`src/rtl/fcounter_pkg.sv`:
```
// Shared FSM state encoding and default widths for the fcounter measurement sequencer.
package fcounter_pkg;
  localparam int N_DEF     = 8;
  localparam int W_DEF     = 12;
  localparam int TMO_W_DEF = 10;

  typedef enum logic [2:0] {
    IDLE,
    ARM,
    WAIT_LOW,
    WINDOW,
    STOP,
    WAIT_EOM,
    CAPTURE,
    RELEASE
  } state_t;
endpackage

```
`src/rtl/fcounter_seq_timer.sv`:
```
// Loadable down-counter that holds at zero; tc is high while the count is zero.
// Loading V and enabling every cycle gives tc after exactly V enabled cycles.
module fcounter_seq_timer #(
  parameter int WIDTH = 12
) (
  input  logic             clk,
  input  logic             rstb,
  input  logic             load,
  input  logic [WIDTH-1:0] load_val,
  input  logic             en,
  output logic             tc
);
  logic [WIDTH-1:0] cnt;

  always_ff @(posedge clk or negedge rstb) begin
    if (!rstb) begin
      cnt <= '0;
    end else if (load) begin
      cnt <= load_val;
    end else if (en && (cnt != '0)) begin
      cnt <= cnt - WIDTH'(1);
    end
  end

  assign tc = (cnt == '0);
endmodule

```
`src/rtl/fcounter_seq.sv`:
```
// Sequences one fcounter measurement per accepted start: arm, gate window, stop, capture, limit check.
// Optional eom watchdog with sticky timeout flag under FCOUNTER_SEQ_TIMEOUT_EN.
module fcounter_seq
  import fcounter_pkg::*;
#(
  parameter int N = N_DEF,
  parameter int W = W_DEF
`ifdef FCOUNTER_SEQ_TIMEOUT_EN
  , parameter int TMO_W = TMO_W_DEF
`endif
) (
  input  logic         clk,
  input  logic         rstb,
  input  logic         start,
  input  logic [W-1:0] window_len,
  input  logic [N-1:0] lo_limit,
  input  logic [N-1:0] hi_limit,
  output logic         busy,
  output logic         done,
  output logic [N-1:0] result,
  output logic         in_range,
  output logic         fcounter_ce,
  output logic         fcounter_som,
  input  logic         fcounter_eom,
  input  logic         fcounter_rdy,
  input  logic [N-1:0] fcounter_adata,
  output logic         timeout
);
  state_t       state;
  logic [W-1:0] wlen_q;
  logic [N-1:0] lo_q;
  logic [N-1:0] hi_q;
  logic         eom_q;
  logic         win_tc;
  logic [W-1:0] win_load;

  // A zero length gate behaves like a one cycle gate.
  assign win_load = (wlen_q == '0) ? '0 : wlen_q - W'(1);

  fcounter_seq_timer #(.WIDTH(W)) u_win (
    .clk      (clk),
    .rstb     (rstb),
    .load     ((state == WAIT_LOW) && !fcounter_eom),
    .load_val (win_load),
    .en       (state == WINDOW),
    .tc       (win_tc)
  );

`ifdef FCOUNTER_SEQ_TIMEOUT_EN
  localparam logic [TMO_W-1:0] TMO_LOAD = {{(TMO_W-1){1'b1}}, 1'b0};
  logic wd_tc;
  logic tmo_flag;

  // Reloaded on entry to each wait state so both waits get the full budget.
  fcounter_seq_timer #(.WIDTH(TMO_W)) u_wd (
    .clk      (clk),
    .rstb     (rstb),
    .load     ((state == ARM) || (state == STOP)),
    .load_val (TMO_LOAD),
    .en       ((state == WAIT_LOW) || (state == WAIT_EOM)),
    .tc       (wd_tc)
  );
  assign timeout = tmo_flag;
`else
  assign timeout = 1'b0;
`endif

  always_ff @(posedge clk or negedge rstb) begin
    if (!rstb) begin
      state        <= IDLE;
      fcounter_som <= 1'b0;
      fcounter_ce  <= 1'b0;
      busy         <= 1'b0;
      done         <= 1'b0;
      result       <= '0;
      in_range     <= 1'b0;
      wlen_q       <= '0;
      lo_q         <= '0;
      hi_q         <= '0;
      eom_q        <= 1'b0;
`ifdef FCOUNTER_SEQ_TIMEOUT_EN
      tmo_flag     <= 1'b0;
`endif
    end else begin
      // eom sampled during STOP means a stale high eom is not seen as an edge.
      eom_q       <= fcounter_eom;
      fcounter_ce <= 1'b0;
      done        <= 1'b0;
      case (state)
        IDLE: begin
          if (start && fcounter_rdy) begin
            wlen_q       <= window_len;
            lo_q         <= lo_limit;
            hi_q         <= hi_limit;
            fcounter_som <= 1'b1;
            fcounter_ce  <= 1'b1;
            busy         <= 1'b1;
`ifdef FCOUNTER_SEQ_TIMEOUT_EN
            tmo_flag     <= 1'b0;
`endif
            state        <= ARM;
          end
        end
        ARM: state <= WAIT_LOW;
        WAIT_LOW: begin
          if (!fcounter_eom) begin
            fcounter_som <= 1'b0;
            state        <= WINDOW;
          end
`ifdef FCOUNTER_SEQ_TIMEOUT_EN
          else if (wd_tc) begin
            fcounter_som <= 1'b0;
            fcounter_ce  <= 1'b1;
            done         <= 1'b1;
            in_range     <= 1'b0;
            tmo_flag     <= 1'b1;
            state        <= RELEASE;
          end
`endif
        end
        WINDOW: begin
          if (win_tc) begin
            fcounter_ce <= 1'b1;
            state       <= STOP;
          end
        end
        STOP: state <= WAIT_EOM;
        WAIT_EOM: begin
          if (fcounter_eom && !eom_q) begin
            state <= CAPTURE;
          end
`ifdef FCOUNTER_SEQ_TIMEOUT_EN
          else if (wd_tc) begin
            fcounter_ce <= 1'b1;
            done        <= 1'b1;
            in_range    <= 1'b0;
            tmo_flag    <= 1'b1;
            state       <= RELEASE;
          end
`endif
        end
        CAPTURE: begin
          result      <= fcounter_adata;
          in_range    <= (lo_q <= fcounter_adata) && (fcounter_adata <= hi_q);
          fcounter_ce <= 1'b1;
          done        <= 1'b1;
          state       <= RELEASE;
        end
        RELEASE: begin
          busy  <= 1'b0;
          state <= IDLE;
        end
        default: state <= IDLE;
      endcase
    end
  end
endmodule

```
`config.mk`:
```
export PLATFORM = sky130hd
export DESIGN_NAME = fcounter_seq
export DESIGN_NICKNAME = d
export VERILOG_FILES = /design/src/rtl/fcounter_pkg.sv /design/src/rtl/fcounter_seq_timer.sv /design/src/rtl/fcounter_seq.sv
export SDC_FILE = /design/constraint.sdc
export NUM_CORES = 1
export LEC_CHECK = 0
export ABC_AREA = 1
export CORE_MARGIN = 3
export CORE_UTILIZATION = 35
export DETAILED_ROUTE_END_ITERATION = 6
export GPL_ROUTABILITY_DRIVEN = 0
export PLACE_DENSITY = 0.59
export RECOVER_POWER = 100
export SLEW_MARGIN = 30
export SYNTH_ARGS = -nofsm -noshare
export SYNTH_HDL_FRONTEND = slang
export SYNTH_HIERARCHICAL = 1
export SYNTH_SLANG_ARGS = --single-unit
export TNS_END_PERCENT = 30
```
`constraint.sdc`:
```
create_clock -name clk -period 4.4 [get_ports clk]
set_clock_uncertainty 0.05 [all_clocks]
set_input_delay 0.66 -clock clk [delete_from_list [all_inputs] [get_ports clk]]
set_output_delay 0.66 -clock clk [all_outputs]
set_load 0.05 [all_outputs]
```
Yosys cells after proc, flatten, opt, wreduce, memory -nomap -nowiden --
Index checks and enable logic that the tools add are counted. Widths: inputs -> output; s select.
Word-level totals: register bits after elaboration 57, input bits 41, output and inout bits 14, logic and storage cells 61
Cells by class: $add $sub $neg 2, magnitude comparators 2, equality and inequality tests 11, mux-type cells 16, reduce and logical (&&, ||, !) cells 18
Operator list (number):
- $mux 12 | 3
- $logic_not 12->1 | 2
- $pmux 3 s8 | 1
- $sub 12x1->12 const B | 2
- $le 8x8->1 | 2
- $eq 3x3->1 const B | 4
- $mux 3 | 4
- $reduce_bool 12->1 | 1
- $ne 2x2->1 const B | 4
- $eq 3x2->1 const B | 2
- $reduce_bool 2->1 | 3
- $logic_and 1x1->1 | 5
- $mux 1 | 5
- $pmux 1 s2 | 2
- $reduce_and 2->1 | 2
- $reduce_and 4->1 | 1
- $eq 3x1->1 const B | 1
- $logic_not 3->1 | 1
- $pmux 1 s3 | 1
- $reduce_and 3->1 | 1
- $logic_not 1->1 | 2

Logic depth before layout (Yosys ltp) --
Gate-level depths: netlist of run 1.
depth after elaboration 4, depth in mapped cells 12, mapped depth without buffers 12

Cells and area by module --
Netlist of run 1, hierarchy kept.
By module, submodules not included:
- fcounter_seq | times used 1, cells each 310, area an instance 2592.5 µm², seq. area each 1126.1 µm²
- fcounter_seq_timer | times used 1, cells each 130, area an instance 904.6 µm², seq. area each 300.3 µm²

Worst setup path before layout of run 1 --
No wires, ideal clock.
path type register -> register, start point reg state[0], end point reg u_win.cnt[10], library setup time 0.117 ns, arrival time 1.878 ns, required time 4.233 ns, setup slack 2.355 ns, stages on the path, launching flop included 9, path buffers 0, period minus slack after synthesis 2.045 ns, cell sequence dfrtp_1 > inv_1 > ha_1 > inv_1 > nor3_1 > clkinv_1 > or2_2 > nand3_2 > nand2_1
On the way: longest elaborated chain between the ends 3, elaborated cells on any way between the ends 6, classes of those cells eq/ne: 2; mux: 1; reduce/logical: 3
Ends and longest elaborated chain:
- start: declaration | line fcounter_seq.sv:29 | state_t state;
- start signal: assignment | line fcounter_seq.sv:70 | state <= IDLE;
- start signal: assignment | line fcounter_seq.sv:101 | state <= ARM;
- start signal: assignment | line fcounter_seq.sv:104 | ARM: state <= WAIT_LOW;
- $eq 3x2->1 (on tied branches) | line fcounter_seq.sv:43, fcounter_seq.sv:45
- $logic_and 1x1->1 (on tied branches) | line fcounter_seq.sv:43, fcounter_seq_timer.sv:20
- $mux 12 or $reduce_bool 2->1 (tied branches)
- end signal: assignment | line fcounter_seq_timer.sv:19 | cnt <= load_val;
- end signal: assignment | line fcounter_seq_timer.sv:21 | cnt <= cnt - WIDTH'(1);
- end: declaration | line fcounter_seq_timer.sv:13 | logic [WIDTH-1:0] cnt;
Parallel ways exist; a longest one is shown, timed or not. A chain may end at the register's enable or synchronous reset.

Final worst setup path of run 1 --
start point in fcounter_eom, end point reg u_win.cnt[8]
On the way: longest elaborated chain between the ends 3, elaborated cells on any way between the ends 4, classes of those cells mux: 1; reduce/logical: 3
Ends and longest elaborated chain:
- start: declaration | line fcounter_seq.sv:24 | input logic fcounter_eom,
- $logic_not 1->1 *
- $logic_and 1x1->1 * | line fcounter_seq.sv:43 | .load ((state == WAIT_LOW) && !fcounter_eom),
- $mux 12 or $reduce_bool 2->1 (tied branches)
Every way passes the cells marked *; elsewhere a longest branch is shown, timed or not.

==> results.md, run 1 <==
- Status: finished, violations left
- Failing checks: capacitance limit, slew limit
- CTS buffer count: 9
- Slew Limit Fails: 41
- WP data required: 4.62 ns
- # fillers: 1007
- Clk Latency, worst-skew pair: 0.33 ns
- CP endpoint: u_win/cnt[8]
- IO Port Bufs: 53
- Final Instance Area: 0.004224 mm2
- Fmax: 325.2 MHz
- Number of global-route vias before repair: 2738
- Setup WS post-layout: 1.325 ns
- DRC: 0
- Post-Syn Area: 0.003497 mm2
- Worst-path clk slew: 0.07 ns
- Post-layout net count: 560
- Initial antenna violation count: 0
- Dpl hpwl: 5.742 mm
- Antenna-violating nets left: 0
- R2R depth: 9
- # setup viols final: 0
- IO Pins: 55
- Crit Path Max Fanout: 19
- Die area: 0.01123 mm2
- CP max stage cell: clkinv_1
- Leak pwr: 0.002038 uW
- Reg2reg start: state[0]
- Seq/Total Area, Yosys: 40.79%
- Startpoint Class: input pin
- Largest net degree at the start of global routing: 49
- Iteration-0 DRC count of the detailed router: 90
- TNS Setup: 0 ns
- CTS resizes: 0
- Vias/cell: 4.626
- Net count after synthesis: 505
- Place WS: 1.644 ns
- Via count: 2905
- Gr ovfl total: 0
- Area growth, synth to finish: 20.79%
- Clock Path Buffers: 2
- Fin util: 44.66%
- Postcts setup bufs: 0
- Crit path max-delay family: buffers and inverters
- Critical path arrival: 3.29 ns
- HP Class: reg2reg
- Worst VDD drop: 0.0001982 V
- Final hold violation count: 0
- H-tree level count: 3
- Row count: 35
- R2r endpoint: u_win/cnt[8]
- Library cells used by synthesis: 36
- Most used cell along the critical path: nand2_1
- Hold path depth: 2
- Initial core utilization: 36.97%
- TritonCTS clock tree: yes
- Hold_ws: 0.4265 ns
- RSZ-0062 raised after global routing: false
- Post-synthesis area per instance: 7.948 um2
- Crit path launch: fcounter_eom
- Final min period: 3.075 ns
- CTS Sinks: 57
- PwrDens: 680.6 mW/mm2
- Slowest stage delay, CP: 0.60 ns
- Crit path kind: in2reg
- Core area: 0.009459 mm2
- Detailed Routing Iterations Pass 1: 4
- Synth top area cells: dfrtp_1 41%, nand2_1 14%, ha_1 8.6%, inv_1 5.8%, nand3_1 4.3%
- Max-cap viol count: 1
- Hold_buf cts: 0
- Worst path depth: 7
- Synth area leader: dfrtp_1
- CP Capture Type: flip-flop
- Crit path cell chain: dlygate4sd3_1 > nor3_1 > clkbuf_1 > clkinv_1 > nand2_1 > nand3_1 > nand2_1
- First-pass GRT wire length: 12.94 mm
- Synth warnings: 6
- Share of cells above drive strength 1: 7.014%
- Clock root buffer: clkbuf_8
- Placed Area: 0.004109 mm2
- DR WL/cell: 12.10 um
- Gr usage total: 14.32%
- Share of the synthesized area in the top cell type: 40.79%
- Post-Route WL: 7.596 mm
- Antenna fix cells: 0
- Worst slew pin tran: 2.191 ns
- Post-route clock period utilization: 69.88%
- Die height: 106.0 um
- Synthesized instance count: 440
- Reg2reg setup slack: 1.50 ns
- Yosys reg bits: 57
- CP bufs+invs: 3
- Die width: 106.0 um
- Relative slew margins: -46.09%
routing by layer:
metal  wire length (um)  global-route usage (%)
met1               3748                   20.09
met2               3432                   21.49
met3                262                   2.550
met4                153                   6.568
met5                  0                       0
Yosys cell counts, drive strengths merged:
cell,n
a21o,1
a21oi,10
a31oi,1
buf,10
clkbuf,2
clkinv,1
conb,1
dfrtp,57
ha,24
inv,54
nand2,135
nand3,32
nand3b,1
nand4,5
nor2,36
nor2b,1
nor3,9
nor3b,1
nor4,1
o211ai,1
o21a,2
o21ai,40
o221ai,1
or2,3
xnor2,5
xor2,6
where the power goes:
group | switching, uW | leakage [uW] | total, uW | internal (uW)
clock network | 213 | 0.0000844 | 470 | 257
registers | 179 | 0.000703 | 951 | 772
logic | 932 | 0.00125 | 1450 | 522
total | 1320 | 0.00204 | 2870 | 1550
stage by stage:
| stage | total power [uW] | std cells |
|---|---|---|
| 4_1_cts | 2990 | 628 |
| 3_5_place_dp | 2507 | 613 |
| 2_1_floorplan | 2124 | 440 |
| 3_3_place_gp | 2481 | 613 |
| 5_1_grt | 3162 | 628 |
| 6_report | 2875 | 628 |
flip-flops by register name, indices dropped and copies added (netlist names):
signal        cells
fcounter_ce       1
hi_q              8
u_win/cnt        12
in_range          1
done              1
fcounter_som      1
lo_q              8
result            8
eom_q             1
wlen_q           12
busy              1
state             3
cell families after synthesis:
family | after synthesis | share of synthesized area, %
AOI/OAI and AO/OA | 56 | 9.839
other | 1 | 0.1072
xor gates and xnor gates | 11 | 2.755
buffers and inverters | 67 | 8.694
DFF | 57 | 40.79
adders and majority gates | 24 | 8.587
and+or+nand+nor | 224 | 29.23
cell usage in the layout (no fill, tap or decap), types with 2 or more instances in the layout:
master,instances
or2_2,3
ha_1,24
dlygate4sd3_1,16
inv_1,54
a21oi_1,10
nor3_1,7
o21ai_0,39
xor2_1,6
nor2_1,27
nor2_2,6
clkdlybuf4s50_1,36
o21a_1,2
clkbuf_8,9
xnor2_1,5
nor3_4,2
nand3_2,2
clkbuf_1,4
nor2_4,3
nand2_2,3
nand4_1,5
nand2_1,131
clkinvlp_4,3
nand3_1,30
dfrtp_1,57
area by class of cell:
class | instances | area [um2] | share of cell area, %
Tap cell | 129 | 161.4 | 3.821
Timing Repair Buffer | 56 | 539.3 | 12.77
Inverter | 55 | 206.4 | 4.887
Clock inverter | 5 | 57.56 | 1.363
Clock buffer | 10 | 127.6 | 3.021
Multi-Input combinational cell | 316 | 1705 | 40.37
Sequential cell | 57 | 1426 | 33.77
worst reg2reg max path: stages (launching register included):
cell,delay (ns)
dfrtp_1,0.40
inv_1,0.11
ha_1,0.21
inv_1,0.07
nor3_1,0.13
clkbuf_1,0.52
clkinv_1,0.60
nand2_1,0.52
nand3_1,0.13
nand2_1,0.08
how the worst min path moves through the flow:
stage,startpoint,to,slack (ns)
2_1_floorplan,rstb,busy,0.31
3_3_place_gp,lo_q[3],lo_q[3],0.42
3_5_place_dp,lo_q[5],lo_q[5],0.42
4_1_cts,rstb,result[3],0.43
5_1_grt,hi_q[0],hi_q[0],0.45
6_report,lo_q[5],lo_q[5],0.43
Power figures use the tool's default switching activity.
==> inputs of run 2 (changes only) <==
- clock period: 4.4 -> 3.05 ns (I/O delays scaled with it)
==> run 2 against run 1 <==
Against the previous run: the flow now finishes without violations; sequential share of layout area barely moved; non-clock buffer count rose by 2; global-route usage is 0.58 points higher; hold slack improved by 0.011 ns; clock-buffer cell count shrank 1; clock power up 38%; critical path depth down 4; via count is 0.38% higher; register-to-register slack got worse by 0.72 ns; worst setup slack worse by 0.56 ns; utilization is essentially flat; die area did not move; largest cell class unchanged.
==> results.md, run 2 (same netlist as run 1, synthesis figures left out) <==
- Die area: 0.01123 mm2
- Clock root buffer: clkbuf_8
- Startpoint Class: input pin
- Final min period: 2.288 ns
- Vias/cell: 4.621
- Placed Area: 0.004116 mm2
- Row count: 35
- Gr ovfl total: 0
- Core area: 0.009459 mm2
- Antenna-violating nets left: 0
- H-tree level count: 3
- Detailed Routing Iterations Pass 1: 4
- IO Port Bufs: 53
- Crit Path Max Fanout: 20
- Via count: 2916
- HP Class: reg2reg
- CTS Sinks: 57
- Slowest stage delay, CP: 0.86 ns
- Post-layout net count: 562
- IO Pins: 55
- Critical path arrival: 2.55 ns
- Initial antenna violation count: 0
- Relative slew margins: 28.98%
- WP data required: 3.31 ns
- Post-Place Cells: 614
- Share of cells above drive strength 1: 7.371%
- RSZ-0062 raised after global routing: false
- Initial core utilization: 36.97%
- CP Capture Type: asynchronous set/reset pin
- Hold_buf cts: 1
- DR WL/cell: 12.18 um
- Final hold violation count: 0
- Slew Limit Fails: 0
- # setup viols final: 0
- Largest regs: u_win/cnt: 12 flops, wlen_q: 12 flops
- Worst slew pin tran: 1.065 ns
- Antenna fix cells: 0
- Max-cap viol count: 0
- Clock Path Buffers: 2
- Most frequent cells in the layout: 131 x nand2_1, 57 x dfrtp_1, 54 x inv_1
- TritonCTS clock tree: yes
- Status: finished clean
- Crit path kind: in2async
- TNS Setup: 0 ns
- Iteration-0 DRC count of the detailed router: 97
- Crit path cell chain: dlygate4sd3_1 > clkbuf_1 > clkbuf_1
- Die width: 106.0 um
- Postcts setup bufs: 0
- CP max stage cell: clkbuf_1
- Worst VDD drop: 0.0002689 V
- Non-filler cells, final: 631
- Largest net degree at the start of global routing: 47
- CP bufs+invs: 3
- Most used cell along the critical path: clkbuf_1
- Post-Route WL: 7.685 mm
- CTS buffer count: 9
- Crit path max-delay family: buffers and inverters
- Final Instance Area: 0.004220 mm2
- Dpl hpwl: 5.902 mm
- Number of global-route vias before repair: 2866
- Gr usage total: 14.90%
- Area growth, synth to finish: 20.68%
- First-pass GRT wire length: 13.44 mm
- Clk Latency, worst-skew pair: 0.35 ns
- Fmax: 437.2 MHz
- Leak pwr: 0.002041 uW
- DRC: 0
- Worst-path clk slew: 0.08 ns
- CTS resizes: 0
- Post-route clock period utilization: 75.00%
- Commonest non-fill, non-tap cell in the layout: nand2_1
- Tot Pwr: 4111 uW
- Die height: 106.0 um
- PwrDens: 974.0 mW/mm2
-- run 2: stage by stage --
step	utilization, %	hold WS, ns	setup slack [ns]
floorplan	-	0.1119	1.005
global placement	43.52	0.3543	0.6179
detailed placement	43.52	0.3595	0.6187
CTS	45.50	0.4409	0.7819
global route	44.62	0.4572	0.3490
finish	44.62	0.4380	0.7625
-- run 2: path summary, 6_finish.rpt --
path / from / end / slack [ns] / depth (start not counted)
worst max-delay path: rstb / wlen_q[9] / 0.76 / 3
worst min-delay path: lo_q[5] / lo_q[5] / 0.44 / 2
worst max register to register: state[0] / u_win/cnt[0] / 0.78 / 7
worst min register to register: lo_q[5] / lo_q[5] / 0.44 / 2
max in group clk: state[0] / u_win/cnt[0] / 0.78 / 7
min in group asynchronous: rstb / result[3] / 0.71 / 2
-- run 2: metal layers --
metal | global-route usage, % | wire (um) | vias up
li1 | - | - | 1515
met1 | 20.28 | 3768 | 1342
met3 | 2.672 | 283 | 9
met4 | 5.828 | 125 | 0
met2 | 23.59 | 3508 | 50
met5 | 0 | 0 | -
-- run 2: cell type report --
type	count	area (um2)
clock inverter	7	53.80
multi-input combinational	316	1694
tap	129	161.4
sequential	57	1426
timing repair buffer	58	554.3
clock buffer	9	123.9
inverter	55	206.4
fill	1011	5239
-- run 2: power breakdown --
part | switching, uW | internal [uW]
combinational | 1340 | 755
clock | 350 | 299
sequential | 255 | 1110
total | 1940 | 2170
-- run 2: worst min-delay path, delay by kind of cell, from the launching register on --
family	cells	cell delay (ns)
flops	1	0.36
simple gates	2	0.10
